File: config.mk
export PLATFORM = sky130hd
export DESIGN_NAME = cmsdk_ahb_sram_bridge
export DESIGN_NICKNAME = d
export VERILOG_FILES = /design/src/rtl/cmsdk_ahb_sram_bridge.sv
export SDC_FILE = /design/constraint.sdc
export NUM_CORES = 1
export LEC_CHECK = 0
export CORE_MARGIN = 2
export CORE_UTILIZATION = 30
export CTS_CLUSTER_DIAMETER = 80
export DETAILED_ROUTE_END_ITERATION = 10
export GPL_TIMING_DRIVEN = 0
export HOLD_SLACK_MARGIN = 0.08
export PLACE_DENSITY_LB_ADDON = 0.15
export SLEW_MARGIN = 25
export SYNTH_ARGS = -nofsm -noshare
export SYNTH_HDL_FRONTEND = slang
export SYNTH_SLANG_ARGS = --single-unit
File: constraint.sdc
create_clock -name HCLK -period 2.49 [get_ports HCLK]
set_clock_uncertainty 0.15 [all_clocks]
set_input_delay 0.3735 -clock HCLK [delete_from_list [all_inputs] [get_ports HCLK]]
set_output_delay 0.3735 -clock HCLK [all_outputs]
set_load 0.03 [all_outputs]
File: src/rtl/cmsdk_ahb_sram_bridge.sv
// AHB-Lite slave driving a synchronous single-port SRAM with zero wait states.
// A one-entry write buffer absorbs a write data phase that collides with a read address phase.
module cmsdk_ahb_sram_bridge #(
    parameter int AW = 16
) (
    input  logic          HCLK,
    input  logic          HRESETn,
    input  logic          HSEL,
    input  logic          HREADY,
    input  logic [1:0]    HTRANS,
    input  logic [2:0]    HSIZE,
    input  logic          HWRITE,
    input  logic [AW-1:0] HADDR,
    input  logic [31:0]   HWDATA,
    output logic          HREADYOUT,
    output logic          HRESP,
    output logic [31:0]   HRDATA,
    input  logic [31:0]   SRAMRDATA,
    output logic [AW-3:0] SRAMADDR,
    output logic [31:0]   SRAMWDATA,
    output logic [3:0]    SRAMWEN,
    output logic          SRAMCS
);

    localparam int WAW = AW - 2;

    logic            acc;
    logic            rd_req;
    logic            wr_req;
    logic [3:0]      lane_mask;
    logic            trans_seq_unused;

    logic            dp_rd_reg;
    logic            dp_wr_reg;
    logic [WAW-1:0]  dp_addr_reg;
    logic [3:0]      dp_mask_reg;

    logic            buf_pend_reg;
    logic [WAW-1:0]  buf_addr_reg;
    logic [3:0]      buf_mask_reg;
    logic [31:0]     buf_data_reg;

    logic            buf_load;
    logic            buf_drain;
    logic            buf_hit;

    assign HREADYOUT        = 1'b1;
    assign HRESP            = 1'b0;
    assign trans_seq_unused = HTRANS[0];

    // Gating with HRESETn keeps the SRAM port quiet while reset is held.
    assign acc    = HSEL & HREADY & HTRANS[1] & HRESETn;
    assign rd_req = acc & ~HWRITE;
    assign wr_req = acc & HWRITE;

    always_comb begin
        lane_mask = 4'b1111;
        if (HSIZE < 3'd2) begin
            if (HSIZE[0])
                lane_mask = HADDR[1] ? 4'b1100 : 4'b0011;
            else
                lane_mask = 4'b0001 << HADDR[1:0];
        end
    end

    always_ff @(posedge HCLK or negedge HRESETn) begin
        if (!HRESETn) begin
            dp_rd_reg   <= 1'b0;
            dp_wr_reg   <= 1'b0;
            dp_addr_reg <= '0;
            dp_mask_reg <= '0;
        end else if (HREADY) begin
            dp_rd_reg   <= rd_req;
            dp_wr_reg   <= wr_req;
            dp_addr_reg <= HADDR[AW-1:2];
            dp_mask_reg <= lane_mask;
        end
    end

    // A read address phase owns the port; a concurrent write data phase is parked.
    assign buf_load  = dp_wr_reg & rd_req;
    assign buf_drain = buf_pend_reg & ~rd_req & ~dp_wr_reg;

    always_ff @(posedge HCLK or negedge HRESETn) begin
        if (!HRESETn) begin
            buf_pend_reg <= 1'b0;
            buf_addr_reg <= '0;
            buf_mask_reg <= '0;
            buf_data_reg <= '0;
        end else if (buf_load) begin
            buf_pend_reg <= 1'b1;
            buf_addr_reg <= dp_addr_reg;
            buf_mask_reg <= dp_mask_reg;
            buf_data_reg <= HWDATA;
        end else if (buf_drain) begin
            buf_pend_reg <= 1'b0;
        end
    end

    always_comb begin
        SRAMCS    = 1'b0;
        SRAMWEN   = 4'b0000;
        SRAMADDR  = '0;
        SRAMWDATA = '0;
        if (rd_req) begin
            SRAMCS   = 1'b1;
            SRAMADDR = HADDR[AW-1:2];
        end else if (dp_wr_reg) begin
            SRAMCS    = 1'b1;
            SRAMWEN   = dp_mask_reg;
            SRAMADDR  = dp_addr_reg;
            SRAMWDATA = HWDATA;
        end else if (buf_pend_reg) begin
            SRAMCS    = 1'b1;
            SRAMWEN   = buf_mask_reg;
            SRAMADDR  = buf_addr_reg;
            SRAMWDATA = buf_data_reg;
        end
    end

    // Bytes still parked in the buffer are newer than what the SRAM returned.
    assign buf_hit = buf_pend_reg & (buf_addr_reg == dp_addr_reg);

    generate
        for (genvar gi = 0; gi < 4; gi++) begin : g_rd_lane
            logic [7:0] lane_data;
            assign lane_data = (buf_hit & buf_mask_reg[gi]) ? buf_data_reg[8*gi +: 8]
                                                             : SRAMRDATA[8*gi +: 8];
            assign HRDATA[8*gi +: 8] = dp_rd_reg ? lane_data : 8'h00;
        end
    endgenerate

endmodule

Yosys cells after proc, flatten, opt, wreduce, memory -nomap -nowiden
Cells that the tools add are included.
W data, S select, Z words.

storage, ports and cells
  bits of input ports = 90
  register bits after elaboration = 71
  output and inout bits = 85

cells by class
  order comparisons = 1
  eq/ne operators = 1
  bitwise gates (word level) = 16
  multiplexer cells = 25
  shifts and indexed selects = 1
  reduce and logical (&&, ||, !) cells = 1

operator list
  kind                   number
  $mux W32               3
  $mux W8                8
  $mux W14               3
  $mux W4                6
  $eq A14 B14 Y1         1
  $and A1 B1 Y1          13
  $mux W1                5
  $shl A1 B2 Y4 const A  1
  $lt A3 B2 Y1 const B   1
  $not A1 Y1             3
  $reduce_bool A2 Y1     1

Logic depth before layout (Yosys ltp)
  depth in word-level cells = 9
  gate-level depth with buffers = 7

Worst setup path before layout
OpenSTA, ideal clock, no wires.

  path kind = register to output
  start point = register buf_addr_reg[2]
  end point = output HRDATA[26]
  stages on the path, launching flop included = 8
  data required time = 1.967 ns
  data arrival time = 2.093 ns
  path slack = -0.127 ns
  path buffers = 2
  path through = dfrtp_1 xor2_1 nor4_1 and3_1 clkbuf_1 clkbuf_1 nand4_1 a21oi_1

on the way
  longest elaborated chain between the ends = 5

ends and longest elaborated chain
  what                    line  RTL
  from (decl)             39    logic [WAW-1:0] buf_addr_reg;
  from (signal assigned)  92    buf_addr_reg <= dp_addr_reg;
  $eq A14 B14 Y1          122   assign buf_hit = buf_pend_reg & (buf_addr_reg == dp_addr_reg);
  $and A1 B1 Y1           122
  $and A1 B1 Y1           127   assign lane_data = (buf_hit & buf_mask_reg[gi]) ? buf_data_reg[8*gi +: 8]
  $mux W8                 127
  $mux W8                 129   assign HRDATA[8*gi +: 8] = dp_rd_reg ? lane_data : 8'h00;
  to (decl)               17    output logic [31:0] HRDATA,

Every way passes these cells.

Final worst setup path
  start point = register dp_addr_reg[11]
  end point = output HRDATA[4]

on the way
  longest elaborated chain between the ends = 5

ends and longest elaborated chain
  what                    line  RTL
  from (decl)             35    logic [WAW-1:0] dp_addr_reg;
  from (signal assigned)  75    dp_addr_reg <= HADDR[AW-1:2];
  $eq A14 B14 Y1          122
  $and A1 B1 Y1           122
  $and A1 B1 Y1           127
  $mux W8                 127
  $mux W8                 129

Every way passes these cells.

==> out/metrics.cfg <==
[outcome]
status=complete, but fails checks
violations=negative setup slack

[yosys]
synth_cell_types=35
synth.net_count=552
synth_top_area_frac=0.415
synth.area.top_cells=dfrtp_1 (41%), mux2_2 (15%), a22oi_1 (8.6%)
synth_top_area_cell=dfrtp_1
postSynthRegisterBits=71
syn_inst=462
seq_area_frac_synth=0.415
ys.warnings.count=0
synth_area_um2=4280
syn_area_per_cell_um2=9.27

[layout]
diodes=0
drive_above_1_share=0.422
largest_reg_flops=32
fin_nets=756
final_design_area_no_fill_um2=7560
layout_commonest_cell=clkdlybuf4s50_1
stdcell_count=851
synthToLayoutAreaGrowth_pct=76.6
num-fill-cells=1232
layout_common_cells=clkdlybuf4s50_1 (86), dfrtp_1 (70), mux2_2 (56)

[power]
p_seq_frac=0.370
powerDensity_nw_per_um2=460
p_sw_uw=933
p_leak_nw=3.12
p_sw_frac=0.268
cellInternalPower_mw=2.55
p_clk_frac=0.432
combPwrFrac=0.198
p_total_mw=3.48
vdd.ir_drop.worst_mv=0.264

[setup_path]
max_stage_delay_ns=0.56
crit_path_end_kind=primary output
critical_path_class=reg2out
crit_chain=nand2b_1 > o2111ai_2 > or4_4 > buf_6 > buf_12 > o31ai_4 > a21oi_2 > buf_6
crit_top_cell=buf_6
arrival_ns=2.39
path_max_fanout=10
cp.required_ns=1.97
cp-start-kind=register
cpMaxStageDelayCell=or4_4

[floorplanning]
io_pins=175
dieArea_um2=15200
rows=43
die_x_um=123
dieHeight_um=123
coreArea_um2=13900
initial_utilization=0.307

[timing]
rsz0062_at_grt=true
fmax_mhz=343
tightest_slew_ns=0.737
finalHoldViolCount=0
fin_setup_tns_ns=-12.64
finalSetupViolCount=32
fin_ws_ns=-0.423
post-route-min-period_ns=2.91
relSlewSlack=0.509
finalCritPeriodShare=1.17
maxSlewViolCount=0

[cts]
clock_latency_ns=0.34
cts_tree=built
clock-sinks=71
clk_pin_slew_worst_paths_ns=0.06
cts-buffers-inserted=9
cts_root_buf=clkbuf_16
cts.htree.levels=3
clock_path_buffers=2

[global_route]
grt_max_degree=27
antenna_found_initial=0
grt_pass1_wl_um=25600
grt_use_total=0.220
grt_pass1_vias=4804
grt_overflow=0

[route]
wl_per_cell_um=19.5
drtIter0Drc=286
vias_per_cell=5.33
ant_nets=0
vias=4534
drc=0
wirelength_um=16600
drt_pass1_iterations=7

[placed_design]
dp_slack_ns=-1.27
place_inst=813
port_buffers=170
gp_congestion=0.808
placedInstanceArea_um2=6350
dp_hpwl_um=11500

[run]
max_cap_viol_count=0

[worst_hold_path]
hold_path.class=in2reg

==> area by class of cell <==
class / count / area, µm² / area share
clock buffer: 9 / 225 / 0.0298
inverter: 13 / 48.8 / 0.00645
timing repair buffer: 194 / 1960 / 0.259
clock inverter: 7 / 120 / 0.0159
tap: 180 / 225 / 0.0298
sequential: 71 / 1780 / 0.235
buffer: 48 / 388 / 0.0513
multi-input combinational: 329 / 2820 / 0.373
==> kinds of logic (layout without fill, tap and decap cells) <==
family	Yosys count	count (layout)	synth area share
AND/OR/NAND/NOR	111	111	0.125
AO/OA/AOI/OAI	151	151	0.230
flip-flops	71	71	0.415
other	2	2	0.00175
XOR/XNOR	9	9	0.0184
multiplexers	56	56	0.147
buffers and inverters	62	271	0.0620
==> critical path, delay by kind of cell (launching register included) <==
| family | cells | cell delay [ns] |
|---|---|---|
| AOI/OAI and AO/OA | 3 | 0.46 |
| and+or+nand+nor | 2 | 0.70 |
| buffers and inverters | 3 | 0.50 |
| DFF | 1 | 0.37 |
==> Yosys cell counts <==
master	n
nor2_1	39
nand2b_1	2
o2111ai_1	1
buf_4	2
nor3_2	1
buf_1	2
nand2_1	27
a22oi_1	49
a222oi_1	1
nor2b_1	2
nor4_1	1
xnor2_1	3
nand4_1	32
o2bb2ai_1	1
mux2_2	56
nand3_1	2
nor3_1	1
o221ai_1	1
a21oi_1	35
and3_1	1
buf_6	3
o31ai_1	32
o21ai_0	27
or3_1	1
conb_1	2
a21o_1	1
inv_1	13
nor4_2	1
or4_1	1
dfrtp_1	71
o21a_1	2
a221oi_1	1
buf_2	2
clkbuf_1	40
xor2_1	6
==> path summary, 6_finish.rpt <==
check                           startpoint               end  slack (ns)  cells after the start
setup / recovery           dp_addr_reg[11]         HRDATA[4]       -0.42                      8
hold / removal                      HREADY    dp_addr_reg[2]        0.24                      2
setup reg to reg                 dp_wr_reg  buf_data_reg[21]        0.29                      4
hold reg to reg             dp_mask_reg[0]    dp_mask_reg[0]        0.36                      1
max in group asynchronous          HRESETn  buf_data_reg[30]        1.35                      6
min in group asynchronous          HRESETn   dp_addr_reg[13]        0.25                      5
==> through the flow <==
| stage | util | hold WS, ns |
|---|---|---|
| 2_1_floorplan | - | -0.0721 |
| 3_3_place_gp | 0.454 | 0.315 |
| 3_5_place_dp | 0.455 | 0.181 |
| 4_1_cts | 0.533 | 0.218 |
| 5_1_grt | 0.543 | 0.227 |
| 6_report | 0.543 | 0.238 |
==> power groups by stage <==
| stage | clock network (mW) | logic [mW] | registers [mW] |
|---|---|---|---|
| global placement | 0 | 0.556 | 1.31 |
| CTS | 1.54 | 0.671 | 1.29 |
| floorplan | 0 | 0.273 | 1.29 |
| finish | 1.50 | 0.689 | 1.29 |
| global route | 1.60 | 0.738 | 1.30 |
| detailed placement | 0 | 0.569 | 1.31 |
==> per-layer routing <==
layer	vias up	track usage	wire length [µm]
li1	2133	-	-
met1	2214	0.305	7450
met2	161	0.339	7850
met3	26	0.0346	954
met5	-	0	0
met4	0	0.0966	326
==> what timing repair did <==
| item | 4_1_cts | 5_1_grt |
|---|---|---|
| gates cloned | 1 | 0 |
| setup buffers | 14 | 1 |
| pin swaps | 9 | 7 |
| endpoints found under the hold margin | 48 | 0 |
| gates resized for setup | 533 | 62 |
| endpoints found under the setup margin | 124 | 104 |
| hold buffers | 7 | 0 |
No activity file was read; power rests on OpenSTA's default activity.
